File: src/rtl/vpe_res_collector_if.sv
// Result handshake bundle between the VPE output register, the collector
// and the deparser: push strobe/data in, FWFT head entry out, ready in.
interface vpe_res_collector_if #(
  parameter int SEQ_W = 16
);
  logic [255:0]     i_inf_res;
  logic             i_inf_res_v;
  logic [255:0]     o_res;
  logic [SEQ_W-1:0] o_res_seq;
  logic [3:0]       o_class;
  logic             o_res_v;
  logic             i_res_rdy;

  modport master (
    output i_inf_res, i_inf_res_v, i_res_rdy,
    input  o_res, o_res_seq, o_class, o_res_v
  );

  modport slave (
    input  i_inf_res, i_inf_res_v, i_res_rdy,
    output o_res, o_res_seq, o_class, o_res_v
  );
endinterface

File: src/rtl/vpe_res_collector.sv
// VPE result collector: FWFT FIFO tagging each result with a sequence
// number; drops on full and flags a sticky overflow.
// Ports: clk, rst_n (async, active-low); bus (slave: i_inf_res/_v in,
// o_res/o_res_seq/o_class/o_res_v out, i_res_rdy in); i_clr_ovf,
// o_fifo_cnt, o_overflow.
// Optional: define VPE_RES_ARGMAX_EN to store the argmax lane per entry.
module vpe_res_collector #(
  parameter  int FIFO_DEPTH = 16,
  parameter  int SEQ_W      = 16,
  localparam int AW         = $clog2(FIFO_DEPTH),
  localparam int CW         = AW + 1
) (
  input  logic                clk,
  input  logic                rst_n,
  vpe_res_collector_if.slave  bus,
  input  logic                i_clr_ovf,
  output logic [CW-1:0]       o_fifo_cnt,
  output logic                o_overflow
);

  logic [255:0]     dat_mem [FIFO_DEPTH];
  logic [SEQ_W-1:0] seq_mem [FIFO_DEPTH];

  logic [AW-1:0]    wptr_q;
  logic [AW-1:0]    rptr_q;
  logic [CW-1:0]    cnt_q;
  logic [SEQ_W-1:0] seq_q;
  logic             ovf_q;

  logic full;
  logic empty;
  logic pop;
  logic push;
  logic drop;

  assign full  = (cnt_q == CW'(FIFO_DEPTH));
  assign empty = (cnt_q == '0);
  assign pop   = !empty && bus.i_res_rdy;
  // A full FIFO still accepts when the head leaves in the same cycle.
  assign push  = bus.i_inf_res_v && (!full || pop);
  assign drop  = bus.i_inf_res_v && full && !pop;

  always_ff @(posedge clk or negedge rst_n) begin
    if (!rst_n) begin
      wptr_q <= '0;
      rptr_q <= '0;
      cnt_q  <= '0;
      seq_q  <= '0;
      ovf_q  <= 1'b0;
    end else begin
      if (push) begin
        wptr_q <= wptr_q + AW'(1);
        seq_q  <= seq_q + SEQ_W'(1);
      end
      if (pop) begin
        rptr_q <= rptr_q + AW'(1);
      end
      cnt_q <= cnt_q + CW'(push) - CW'(pop);
      // Set wins over a same-cycle clear.
      if (drop) begin
        ovf_q <= 1'b1;
      end else if (i_clr_ovf) begin
        ovf_q <= 1'b0;
      end
    end
  end

  always_ff @(posedge clk) begin
    if (push) begin
      dat_mem[wptr_q] <= bus.i_inf_res;
      seq_mem[wptr_q] <= seq_q;
    end
  end

  // Head is forced to zero when empty so reset shows all-zero outputs.
  assign bus.o_res_v   = !empty;
  assign bus.o_res     = empty ? '0 : dat_mem[rptr_q];
  assign bus.o_res_seq = empty ? '0 : seq_mem[rptr_q];
  assign o_fifo_cnt    = cnt_q;
  assign o_overflow    = ovf_q;

`ifdef VPE_RES_ARGMAX_EN
  logic [3:0]        cls_mem [FIFO_DEPTH];
  logic [3:0]        amax;
  logic signed [15:0] amax_val;
  logic signed [15:0] lane;

  // Strict compare keeps the lowest index on ties.
  always_comb begin
    amax     = 4'd0;
    amax_val = $signed(bus.i_inf_res[15:0]);
    lane     = '0;
    for (int k = 1; k < 16; k++) begin
      lane = $signed(bus.i_inf_res[16*k +: 16]);
      if (lane > amax_val) begin
        amax     = 4'(k);
        amax_val = lane;
      end
    end
  end

  always_ff @(posedge clk) begin
    if (push) begin
      cls_mem[wptr_q] <= amax;
    end
  end

  assign bus.o_class = empty ? 4'd0 : cls_mem[rptr_q];
`else
  assign bus.o_class = 4'd0;
`endif

endmodule

File: src/flat_wrapper.sv
// flat-port wrapper written by rule: the top's interface ports become plain ports
module vpe_res_collector_flat 
#(
  parameter  int FIFO_DEPTH = 16,
  parameter  int SEQ_W      = 16,
  localparam int AW         = $clog2(FIFO_DEPTH),
  localparam int CW         = AW + 1
)
  (clk, rst_n, i_clr_ovf, o_fifo_cnt, o_overflow, bus_i_inf_res, bus_i_inf_res_v, bus_i_res_rdy, bus_o_res, bus_o_res_seq, bus_o_class, bus_o_res_v);
  vpe_res_collector_if #(.SEQ_W(SEQ_W)) bus_i ();
  input  logic clk;
  input  logic rst_n;
  input  logic i_clr_ovf;
  output logic [CW-1:0] o_fifo_cnt;
  output logic o_overflow;
  input wire logic [$bits(bus_i.i_inf_res)-1:0] bus_i_inf_res;
  input wire logic [$bits(bus_i.i_inf_res_v)-1:0] bus_i_inf_res_v;
  input wire logic [$bits(bus_i.i_res_rdy)-1:0] bus_i_res_rdy;
  output wire logic [$bits(bus_i.o_res)-1:0] bus_o_res;
  output wire logic [$bits(bus_i.o_res_seq)-1:0] bus_o_res_seq;
  output wire logic [$bits(bus_i.o_class)-1:0] bus_o_class;
  output wire logic [$bits(bus_i.o_res_v)-1:0] bus_o_res_v;
  assign bus_i.i_inf_res = bus_i_inf_res;
  assign bus_i.i_inf_res_v = bus_i_inf_res_v;
  assign bus_i.i_res_rdy = bus_i_res_rdy;
  assign bus_o_res = bus_i.o_res;
  assign bus_o_res_seq = bus_i.o_res_seq;
  assign bus_o_class = bus_i.o_class;
  assign bus_o_res_v = bus_i.o_res_v;
  vpe_res_collector #(.FIFO_DEPTH(FIFO_DEPTH), .SEQ_W(SEQ_W)) u_core (.clk(clk), .rst_n(rst_n), .bus(bus_i), .i_clr_ovf(i_clr_ovf), .o_fifo_cnt(o_fifo_cnt), .o_overflow(o_overflow));
endmodule
File: config.mk
export PLATFORM = sky130hd
export DESIGN_NAME = vpe_res_collector_flat
export DESIGN_NICKNAME = d
export VERILOG_FILES = /design/src/rtl/vpe_res_collector_if.sv /design/src/rtl/vpe_res_collector.sv /design/src/flat_wrapper.sv
export SDC_FILE = /design/constraint.sdc
export NUM_CORES = 2
export LEC_CHECK = 0
export CAP_MARGIN = 15
export CORE_MARGIN = 1.5
export CORE_UTILIZATION = 45
export DETAILED_ROUTE_END_ITERATION = 12
export SKIP_CTS_REPAIR_TIMING = 1
export SLEW_MARGIN = 20
export SYNTH_ARGS = -nofsm -noshare
export SYNTH_HDL_FRONTEND = slang
export SYNTH_MEMORY_MAX_BITS = 65536
export SYNTH_SLANG_ARGS = --single-unit
File: constraint.sdc
create_clock -name clk -period 72.2 [get_ports clk]
set_input_delay 10.83 -clock clk [delete_from_list [all_inputs] [get_ports clk]]
set_output_delay 10.83 -clock clk [all_outputs]
set_load 0.01 [all_outputs]
Word-level counts from Yosys, hierarchy flattened:

Memory sizes are Yosys's and may differ from the RTL's.
Cells that the tools add are included.

* bitwise gates (word level): 0
* equal/unequal tests: 1
* reduce and logical (&&, ||, !) cells: 10
* mux-type cells: 6
* shift-type cells: 0
* divide/modulo/power cells: 0
* add/sub/neg operators: 5
* magnitude comparators: 0
* multiply operators: 0

Operators by type and width (count)
* 256-bit 2-to-1 mux: 1
* 16-bit by 1-bit adder with 16-bit output (second input constant): 1
* 16-bit 2-to-1 mux: 1
* 4-bit by 1-bit adder with 4-bit output (second input constant): 2
* 5-bit by 1-bit adder with 5-bit output: 1
* 5-bit == test (second input constant): 1
* 5-bit logical NOT: 1
* 5-bit by 1-bit subtractor with 5-bit output: 1
* 1-bit logical AND: 4
* 1-bit 2-to-1 mux: 4
* 1-bit logical NOT: 3
* 2-bit nonzero test: 1
* 1-bit logical OR: 1

* logic and storage cells: 29
* RAM bits: 4352
* bits in registers: 30
* bits in latches: 0
* input port bits: 261
* memories kept: 2
* output and inout bits: 283
* memory bits (read-only): 0

Memory list
* u_core.dat_mem: words 16, width 256, read ports 1, clocked after memory_dff 0, write ports 1, line vpe_res_collector.sv:21 `logic [255:0] dat_mem [FIFO_DEPTH];`
* u_core.seq_mem: words 16, width 16, read ports 1, clocked after memory_dff 0, write ports 1, line vpe_res_collector.sv:22 `logic [SEQ_W-1:0] seq_mem [FIFO_DEPTH];`

Depth between registers and ports, before layout:

* word-level depth: 7
* mapped depth: 12
* depth with buffers taken out: 12

Worst setup path before layout:

No wires, ideal clock.

* path type: in2reg
* start point: input bus_i_res_rdy
* end point: memory u_core.dat_mem[0][0] (enable)
* buffers on the path: 0
* required time: 70.536 ns
* stages on the path: 3
* data arrival time: 38.739 ns
* slack: 31.797 ns
* library setup time: 1.664 ns
* cell sequence: nand2b_1 > o21ai_2 > nor4b_1

* longest elaborated chain between the ends: 5

RTL lines
* start: declaration: line flat_wrapper.sv:18 `input wire logic [$bits(bus_i.i_res_rdy)-1:0] bus_i_res_rdy;`
* 1-bit logical AND: line vpe_res_collector.sv:38 `assign pop = !empty && bus.i_res_rdy;`
* 1-bit logical OR: line vpe_res_collector.sv:40 `assign push = bus.i_inf_res_v && (!full || pop);`
* 1-bit logical AND: line vpe_res_collector.sv:40
* 1-bit 2-to-1 mux: line vpe_res_collector.sv:69 `if (push) begin`
* 1-bit 2-to-1 mux (not written as such): line vpe_res_collector.sv:70 `dat_mem[wptr_q] <= bus.i_inf_res;`
* end: declaration: line vpe_res_collector.sv:21

No other way between the ends.

Worst setup path in the final report:

* start point: register u_core.rptr_q[0]
* end point: output bus_o_res[39]

* longest elaborated chain between the ends: 2

RTL lines
* start: declaration: line vpe_res_collector.sv:25 `logic [AW-1:0] rptr_q;`
* start signal: assignment: line vpe_res_collector.sv:56 `rptr_q <= rptr_q + AW'(1);`
* memory read 16 x 256 bit
* 256-bit 2-to-1 mux: line vpe_res_collector.sv:77 `assign bus.o_res = empty ? '0 : dat_mem[rptr_q];`
* end: declaration: line flat_wrapper.sv:19 `output wire logic [$bits(bus_i.o_res)-1:0] bus_o_res;`

No other way between the ends.

==> flow_summary.toml <==
[pwr]
pwr-share-comb = 0.320
p_per_area_nw_per_um2 = 41.5
p_total_uw = 7940
p_int_uw = 5390
p_seq_frac = 0.394
switching_share = 0.322
p_leak_uw = 0.0620
p_switching_uw = 2560
ir_drop_v = 0.0000461
p_clk_frac = 0.286

[placement]
gp_congestion = 0.735
hpwlAfterDp_um = 214000
io_buffer_count = 539

[critical_path]
path_depth = 10
critPathMaxFanout = 113
crit_path_start_kind = "flop"
crit_family = "buffers and inverters"
r2r_cells = 9
worstSetupPathType = "reg -> out"
crit_chain = "buf_12, buf_4, buf_4, buf_4, buf_4, buf_4, mux4_2, mux2i_1, o21ai_0, clkdlybuf4s50_1"
crit_buf_inv = 7
cp-end-kind = "output port"
cp_common_cell = "buf_4"
worstPathArrival_ns = 8.53
critPathRequiredTime_ns = 61.37
cpPeakStageDelay_ns = 0.95
crit_slowest_cell = "dfrtp_4"

[floorplan]
dieArea_um2 = 373000
fp-row-count = 222
initial_utilization = 0.453
core_um2 = 366000
die_y_um = 610
ios = 544
die_x_um = 610

[routing]
firstDrtPassIters = 5
routed_via_density = 5.90
ant_nets = 0
wire_per_inst_um = 31.3
drt-total-wl_um = 426000
drt_iter0_drc = 8594
vias = 80300
drc = 0

[sta]
fmax_ghz = 0.0517
tightestPinTransition_ns = 1.31
max_slew_margin = 0.114
period_needed_ns = 19.36
finalClockSkew_ns = 0.0631
rsz0062_at_grt = "false"
whs_ns = 0.529
fin_tns_setup_ns = 0
timing_hold_violations_final = 0
period_share = 0.268
drv_slew = 0
setup_viol = 0

[grt]
met3_usage = 0.0294
gr-total-overflow = 0
antenna_found_initial = 84
grt_max_degree = 122
busiest_layer = "met2"
use_met2 = 0.384
grt_usage = 0.225
grt_pass1_vias = 82700
use_met1 = 0.307
grt_pass1_wl_um = 604000

[layout]
nFillCells = 28100
drive_gt1_frac = 0.174
utilization = 0.523
nets = 8652
area_delta_synth_final_pct = 15.3
regArea_um2 = 131000
multi_input_area_um2 = 32400

[yosys]
ys_warn_count = 0
syn_area_per_cell_um2 = 21.7
synth_ff_type = "edfxtp_1"
ys_ff_latch = 4382
synth-async-reset-ratio = 0.00685
synthCells = 7651
synth_edf_count = 4352
ys_types = 43
synth_area_um2 = 166000
synth.yosys.seq_area_share = 0.792

[clock_tree]
cts_tree = "done"
worst_skew_pair.late_latency_ns = 1.01
ctsRootBufferMaster = "clkbuf_16"
clk_pin_slew_ns = 0.07
cts_made_buffers = 449
htree_num_levels = 5
cts_buffer_depth = 4
cts_sinks = 4382

[flow_run]
maxCapViolations = 0

[hold_path]
whs_path_depth = 2
hold_path_class = "reg -> reg"

[run_status]
outcome = "completed"
[final cells by class]
cell class,count,share of cell area
well taps,4816,0.0315
diodes,25,0.000327
clock inverters,292,0.0152
flip-flops and latches,4382,0.687
inverters,12,0.000235
repair buffers,712,0.0365
clock buffers,536,0.0607
multi-input cells,2822,0.169
[sequential cells by signal (all words and copies together), names as in the netlist]
name / flops
u_core.seq_q: 16
u_core.o_overflow: 1
u_core.wptr_q: 4
u_core.rptr_q: 4
u_core.seq_mem: 256
u_core.o_fifo_cnt: 5
u_core.dat_mem: 4096
[power groups by stage]
stage               combinational [µW]  sequential (µW)  clock [µW]
floorplan                         1480             3290           0
global placement                  2570             3170           0
detailed placement                2580             3190           0
CTS                               2590             3130        2310
global route                      2690             3150        2400
finish                            2540             3130        2270
[cells in the mapped netlist, types with 5 or more instances]
cell type / count / area, µm²
a22oi_1: 672 / 5040
and3_1: 5 / 31.3
and4_1: 5 / 43.8
buf_1: 65 / 244
buf_2: 93 / 465
buf_4: 62 / 465
buf_6: 43 / 484
clkbuf_1: 166 / 623
clkbuf_2: 8 / 40.0
dfrtp_1: 30 / 751
edfxtp_1: 4352 / 131000
ha_1: 11 / 138
inv_1: 10 / 37.5
mux2i_1: 873 / 8740
mux4_2: 688 / 15500
nand2_1: 213 / 800
nor2_1: 8 / 30.0
nor3_1: 8 / 40.0
nor3b_1: 6 / 45.0
o21ai_0: 59 / 295
o21ai_1: 216 / 1080
xnor2_1: 16 / 140
xor2_1: 9 / 78.8
[layout by cell type (no fill, tap or decap), drive strengths merged, types with 16 or more instances in the layout]
| cell type | count |
|---|---|
| nand2 | 213 |
| a22oi | 672 |
| xnor2 | 16 |
| diode | 25 |
| mux4 | 688 |
| edfxtp | 4352 |
| mux2i | 873 |
| clkinvlp | 18 |
| inv | 24 |
| bufinv | 40 |
| dfrtp | 30 |
| buf | 174 |
| o21ai | 276 |
| clkdlybuf4s50 | 538 |
| clkinv | 222 |
| clkbuf | 536 |
[routing by layer]
layer | share of wire | wire length (µm) | vias to the layer above
met5 | 0.00020 | 85 | -
met4 | 0.024 | 10300 | 14
met3 | 0.054 | 22900 | 594
met2 | 0.51 | 217000 | 2654
met1 | 0.41 | 176000 | 43400
li1 | - | - | 33600
[metrics by stage]
stage | cells | area, µm² | setup WS (ns)
after floorplan | 7654 | 166000 | 31.80
after global placement | 12700 | 177000 | 53.62
after detailed placement | 12700 | 177000 | 53.63
after CTS | 13600 | 191000 | 52.56
after global routing | 13600 | 191000 | 52.13
final | 13600 | 191000 | 52.84
[kinds of logic (layout without fill, tap and decap cells)]
family	count (synthesis)	count (layout)	share of synthesized area
XOR/XNOR	25	25	0.00132
other	1	29	0.0000226
flip-flops	4382	4382	0.792
multiplexers	1562	1562	0.146
buffers and inverters	450	1552	0.0143
AND/OR/NAND/NOR	267	267	0.00694
AO/OA/AOI/OAI	952	952	0.0389
adder cells (fa/ha/maj)	12	12	0.000949
[path summary, 6_finish.rpt]
| check | endpoint | from | slack, ns |
|---|---|---|---|
| setup / recovery | bus_o_res[39] | u_core.rptr_q[0] | 52.84 |
| hold / removal | u_core.o_overflow | u_core.o_overflow | 0.53 |
| setup reg to reg | u_core.dat_mem[14][52] | u_core.o_fifo_cnt[2] | 66.60 |
| hold reg to reg | u_core.o_overflow | u_core.o_overflow | 0.53 |
| max in group asynchronous | u_core.rptr_q[2] | rst_n | 61.64 |
| min in group asynchronous | u_core.o_fifo_cnt[1] | rst_n | 9.95 |
[worst register-to-register path, delay by kind of cell, from the launching register on]
kind	cells	cell delay, ns
flip-flops	1	0.38
buffers and inverters	5	3.09
AO/OA/AOI/OAI	1	0.19
adder cells (fa/ha/maj)	1	0.21
AND/OR/NAND/NOR	2	1.26
Note: power is estimated with default switching activity, not from simulation.
